### src/rtl/spi_spr_pkg.sv
// Shared definitions for the SPI slave with embedded single-port RAM:
// FSM state encoding, RAM opcodes and default sizes.
package spi_spr_pkg;

    localparam int MEM_DEPTH_DEF = 256;
    localparam int ADDR_SIZE_DEF = 8;

    typedef enum logic [2:0] {
        IDLE      = 3'd0,
        CHK_CMD   = 3'd1,
        WRITE     = 3'd2,
        READ_ADD  = 3'd3,
        READ_DATA = 3'd4
    } state_e;

    localparam logic [1:0] OP_WR_ADDR = 2'b00;
    localparam logic [1:0] OP_WR_DATA = 2'b01;
    localparam logic [1:0] OP_RD_ADDR = 2'b10;
    localparam logic [1:0] OP_RD_DATA = 2'b11;

endpackage

### src/rtl/spr_ram.sv
// Single-port RAM with separate write/read address registers, driven by
// decoded SPI words. SPR_MEM_CLEAR_ON_RESET_EN zeroes the array on reset.
module spr_ram
    import spi_spr_pkg::*;
#(
    parameter int MEM_DEPTH = MEM_DEPTH_DEF,
    parameter int ADDR_SIZE = ADDR_SIZE_DEF
) (
    input  logic                 clk,
    input  logic                 rst,
    input  logic [ADDR_SIZE+1:0] din,
    input  logic                 rx_valid,
    output logic [ADDR_SIZE-1:0] dout,
    output logic                 tx_valid
);

    logic [ADDR_SIZE-1:0] mem [MEM_DEPTH];
    logic [ADDR_SIZE-1:0] wr_addr;
    logic [ADDR_SIZE-1:0] rd_addr;
    logic [1:0]           op;
    logic [ADDR_SIZE-1:0] payload;
    logic                 mem_we;

    assign op      = din[ADDR_SIZE+1:ADDR_SIZE];
    assign payload = din[ADDR_SIZE-1:0];
    // rx_valid can still be high on the reset edge; reset must win
    assign mem_we  = !rst && rx_valid && (op == OP_WR_DATA);

    always_ff @(posedge clk) begin
        if (rst) begin
            wr_addr  <= '0;
            rd_addr  <= '0;
            dout     <= '0;
            tx_valid <= 1'b0;
        end else begin
            tx_valid <= 1'b0;
            if (rx_valid) begin
                case (op)
                    OP_WR_ADDR: wr_addr <= payload;
                    OP_RD_ADDR: rd_addr <= payload;
                    OP_RD_DATA: begin
                        dout     <= mem[rd_addr];
                        tx_valid <= 1'b1;
                    end
                    default: ;
                endcase
            end
        end
    end

`ifdef SPR_MEM_CLEAR_ON_RESET_EN
    always_ff @(posedge clk) begin
        if (rst) begin
            for (int i = 0; i < MEM_DEPTH; i++) mem[i] <= '0;
        end else if (mem_we) begin
            mem[wr_addr] <= payload;
        end
    end
`else
    always_ff @(posedge clk) begin
        if (mem_we) mem[wr_addr] <= payload;
    end
`endif

endmodule

### src/rtl/spi_slave_spr.sv
// SPI slave front end: command/word deserialiser FSM and MISO serialiser
// around spr_ram. SPR_MEM_CLEAR_ON_RESET_EN is honoured inside spr_ram.
module spi_slave_spr
    import spi_spr_pkg::*;
#(
    parameter int MEM_DEPTH = MEM_DEPTH_DEF,
    parameter int ADDR_SIZE = ADDR_SIZE_DEF
) (
    input  logic clk,
    input  logic rst,
    input  logic SS_n,
    input  logic MOSI,
    output logic MISO
);

    localparam int FRAME_BITS = ADDR_SIZE + 2;
    localparam int CW         = $clog2(FRAME_BITS + 1);
    localparam int TW         = $clog2(ADDR_SIZE);
    localparam logic [CW-1:0] RX_LAST = CW'(FRAME_BITS - 1);
    localparam logic [CW-1:0] RX_FULL = CW'(FRAME_BITS);
    localparam logic [TW-1:0] TX_REST = TW'(ADDR_SIZE - 1);

    state_e               state;
    logic [FRAME_BITS-1:0] din;
    logic [CW-1:0]        rx_cnt;
    logic                 rx_valid;
    logic                 rd_addr_ok;
    logic [ADDR_SIZE-1:0] dout;
    logic                 tx_valid;
    logic [ADDR_SIZE-1:0] tx_sr;
    logic [TW-1:0]        tx_cnt;

    always_ff @(posedge clk) begin
        if (rst) begin
            state    <= IDLE;
            din      <= '0;
            rx_cnt   <= '0;
            rx_valid <= 1'b0;
        end else begin
            rx_valid <= 1'b0;
            if (SS_n) begin
                state  <= IDLE;
                rx_cnt <= '0;
            end else begin
                case (state)
                    IDLE:    state <= CHK_CMD;
                    CHK_CMD: state <= !MOSI ? WRITE : (rd_addr_ok ? READ_DATA : READ_ADD);
                    default: begin
                        // after a full word the frame is spent until SS_n rises
                        if (rx_cnt != RX_FULL) begin
                            din      <= {din[FRAME_BITS-2:0], MOSI};
                            rx_cnt   <= rx_cnt + 1'b1;
                            rx_valid <= (rx_cnt == RX_LAST);
                        end
                    end
                endcase
            end
        end
    end

    always_ff @(posedge clk) begin
        if (rst)
            rd_addr_ok <= 1'b0;
        else if (rx_valid && din[FRAME_BITS-1 -: 2] == OP_RD_ADDR)
            rd_addr_ok <= 1'b1;
        else if (rx_valid && din[FRAME_BITS-1 -: 2] == OP_RD_DATA)
            rd_addr_ok <= 1'b0;
    end

    // MISO keeps its last bit both after a full readout and after an abort
    always_ff @(posedge clk) begin
        if (rst) begin
            MISO   <= 1'b0;
            tx_sr  <= '0;
            tx_cnt <= '0;
        end else if (SS_n) begin
            tx_cnt <= '0;
        end else if (tx_valid) begin
            MISO   <= dout[ADDR_SIZE-1];
            tx_sr  <= {dout[ADDR_SIZE-2:0], 1'b0};
            tx_cnt <= TX_REST;
        end else if (tx_cnt != '0) begin
            MISO   <= tx_sr[ADDR_SIZE-1];
            tx_sr  <= {tx_sr[ADDR_SIZE-2:0], 1'b0};
            tx_cnt <= tx_cnt - 1'b1;
        end
    end

    spr_ram #(
        .MEM_DEPTH(MEM_DEPTH),
        .ADDR_SIZE(ADDR_SIZE)
    ) u_ram (
        .clk     (clk),
        .rst     (rst),
        .din     (din),
        .rx_valid(rx_valid),
        .dout    (dout),
        .tx_valid(tx_valid)
    );

endmodule

### config.mk
export PLATFORM = sky130hd
export DESIGN_NAME = spi_slave_spr
export DESIGN_NICKNAME = d
export VERILOG_FILES = /design/src/rtl/spi_spr_pkg.sv /design/src/rtl/spr_ram.sv /design/src/rtl/spi_slave_spr.sv
export SDC_FILE = /design/constraint.sdc
export NUM_CORES = 2
export LEC_CHECK = 0
export ABC_AREA = 1
export CAP_MARGIN = 20
export CORE_MARGIN = 5
export CORE_UTILIZATION = 38
export DETAILED_ROUTE_END_ITERATION = 16
export PLACE_DENSITY = 0.58
export SLEW_MARGIN = 10
export SYNTH_ARGS = -nofsm -noshare
export SYNTH_HDL_FRONTEND = slang
export SYNTH_SLANG_ARGS = --single-unit
### constraint.sdc
create_clock -name clk -period 4.8 [get_ports clk]
set_clock_uncertainty 0.05 [all_clocks]
set_input_delay 0.72 -clock clk [delete_from_list [all_inputs] [get_ports clk]]
set_output_delay 0.72 -clock clk [all_outputs]
set_load 0.05 [all_outputs]
==> results.md <==
- Fin crit share: 72.6%
- Final net count: 7106
- Cells on worst reg2reg path: 14
- Clock Tree Buf Depth: 3
- RSZ-0062 raised after global routing: false
- Initial core utilization: 38.1%
- # Post-CTS Setup Buffers: 0
- Port bufs: 4
- Syn Inst Count: 7254
- Top Ports: 5
- Crit-path max FO: 52
- H-tree depth: 4
- Avg Inst Size Synth: 11.8 um^2
- Gr usage total: 19.4%
- RePlAce Congestion: 0.836
- Total power: 36.9 mW
- DR vias/cell: 5.40
- Syn nets: 7263
- Root Driver: clkbuf_16
- Share of layout cells above drive strength 1: 6.30%
- Seq/Total Area, Yosys: 73.4%
- WL final: 235000 um
- CP Launch Type: register
- Finished Core Util: 42.5%
- Slew headroom: 24.0%
- Post-CTS Hold Buffers: 0
- Yosys reg bits: 2103
- Ys Warns: 0
- Slowest-stage cell, CP: dfxtp_4
- GRT Residual Overflow: 0
- Initial antenna violation count: 5
- CTS tree: built
- Number of core rows: 174
- Depth of the worst hold-timing path: 2
- Post-synthesis adder-cell area fraction: 0.0733%
- CP required: 5.55 ns
- HPWL Detailed: 130000 um
- Synth Cell Area: 85300 um^2
- Most frequent cells in the layout: nand2_1 (2126), edfxtp_1 (2048), nand3_1 (2027)
- Synth Area in Compound Gates: 0.549%
- Global-route wire length before repair: 346000 um
- Leakage: 33.3 nW
- Critical setup path kind: register to register
- Final Hold Viols: 0
- Run status: finished clean
- Cell Chain, Critical Path: buf_4 > buf_4 > nand2_1 > nand3_1 > nand3_1 > nand3_1 > nand3_1 > nand3_1 > nand3_1 > nand2_1 > nand2_1 > nand3_1 > nand2_1 > inv_1
- Arrival time worst endpoint: 4.23 ns
- Synth area leaders: edfxtp_1 (72%), nand3_1 (12%), nand2_1 (9.4%)
- Pre-antenna DRT Iters: 6
- Commonest non-fill, non-tap cell in the layout: nand2_1
- Setup crit end kind: register
- Largest family of logic cells by synthesized area: simple AND/OR/NAND/NOR gates
- Crit-path most repeated cell: nand3_1
- MaxCap Viol Count: 0
- Via count: 55478
- Area Growth Syn to Fin: 11.7%
- CTS resizes: 0
- Design Area, Final: 95300 um^2
- Clock Latency Late Sink: 0.87 ns
- FMAX: 287 MHz
- Die width: 484 um
- Post-synth top area cell: edfxtp_1
- Synth top area share: 72.1%
- Initial drt markers: 6058
- DRC violations left: 0
- Simple-gate portion of the synthesized area: 22.8%
- Finished Layout Cells: 10280
- Wirelength per Cell: 22.8 um
- Final Max Tran Viols: 0
- Setup TNS: 0 ns
- Largest net degree at the start of global routing: 210
- Tmin final: 3.48 ns
- Slowest stage delay, CP: 0.78 ns
- Placed Area: 88100 um^2
- Number of global-route vias before repair: 53066
- Worst-margin pin slew: 1.14 ns
- Peak VDD IR: 312 uV
- Worst hold path class: register to register
- CTS clk-pin slew, worst paths: 0.06 ns
- Remaining antenna violation count: 0
- TritonCTS buffer count: 215
- Die Y: 484 um
- Synth unique cells: 28
- DP Cell Count: 9868
- Clock Sinks: 2103
- Post-synthesis mux area share: 0%
- XOR/XNOR Fraction of Synth Area: 0.0103%
- Die area: 234000 um^2
- PwrDens: 387 nW/um^2
- Final setup viols: 0
- Core area: 224000 um^2
==> where the power goes <==
part	internal [mW]	total (mW)	switching, mW	leakage (nW)
registers	20.0	20.0	0.0354	20.6
clock network	9.58	16.7	7.14	3.47
logic	0.0245	0.195	0.170	9.24
==> registers in the layout (all words and copies together), names as in the netlist <==
name and count:
MISO 1, din 10, rd_addr_ok 1, rx_cnt 4, rx_valid 1, state 3, tx_cnt 3, tx_sr 7
u_ram.dout 8, u_ram.mem 2048, u_ram.rd_addr 8, u_ram.tx_valid 1, u_ram.wr_addr 8
==> through the flow <==
stage	hold WS, ns	worst slack (ns)
floorplan	0.384	0.449
global placement	0.420	0.756
detailed placement	0.415	0.734
CTS	0.428	1.36
global route	0.453	1.13
finish	0.431	1.32
==> layout make-up <==
| class | instances | area [um^2] |
|---|---|---|
| Fill cell | 20636 | 129000 |
| Sequential cell | 2103 | 62600 |
| Multi-Input combinational cell | 4583 | 20000 |
| Clock buffer | 259 | 5600 |
| Tap cell | 2992 | 3740 |
| Clock inverter | 147 | 1500 |
| Timing Repair Buffer | 119 | 1490 |
| Inverter | 75 | 315 |
| Antenna cell | 2 | 5.00 |
==> routing by layer <==
layer / share of wire (%) / track usage [%]
met1: 43 / 27.3
met2: 47 / 31.0
met3: 7.7 / 3.00
met4: 3.0 / 6.20
met5: 0.0055 / 0
==> logic make-up (layout without fill, tap and decap cells) <==
kind of cell             Yosys count  in the layout
AO/OA/AOI/OAI                     85             85
XOR/XNOR                           1              1
adder cells (fa/ha/maj)            5              5
AND/OR/NAND/NOR                 4492           4492
buffers and inverters            568            600
flip-flops                      2103           2103
other                              0              2
==> cells in the mapped netlist, drive strengths merged <==
cell,instances
and3,1
nand4,1
nor3,4
a21oi,34
o31ai,1
ha,5
clkbuf,114
a31oi,1
xor2,1
buf,379
a31o,1
o21a,8
dfxtp,55
a211oi,3
nor2,322
inv,70
clkinv,5
nor4,1
edfxtp,2048
o21ai,35
a221oi,2
nand3,2027
nand2,2136
==> critical path, delay by kind of cell, from the launching register on <==
family | cells | cell delay [ns]
AND/OR/NAND/NOR | 11 | 1.40
buffers and inverters | 3 | 1.13
flip-flops | 1 | 0.78
==> path summary, 6_finish.rpt <==
path	startpoint	end	slack [ns]
worst max-delay path	u_ram.rd_addr[0]	u_ram.dout[3]	1.32
worst min-delay path	tx_sr[1]	tx_sr[1]	0.43
worst max register to register	u_ram.rd_addr[0]	u_ram.dout[3]	1.32
worst min register to register	tx_sr[1]	tx_sr[1]	0.43
Note: power is estimated with default switching activity, not from simulation.
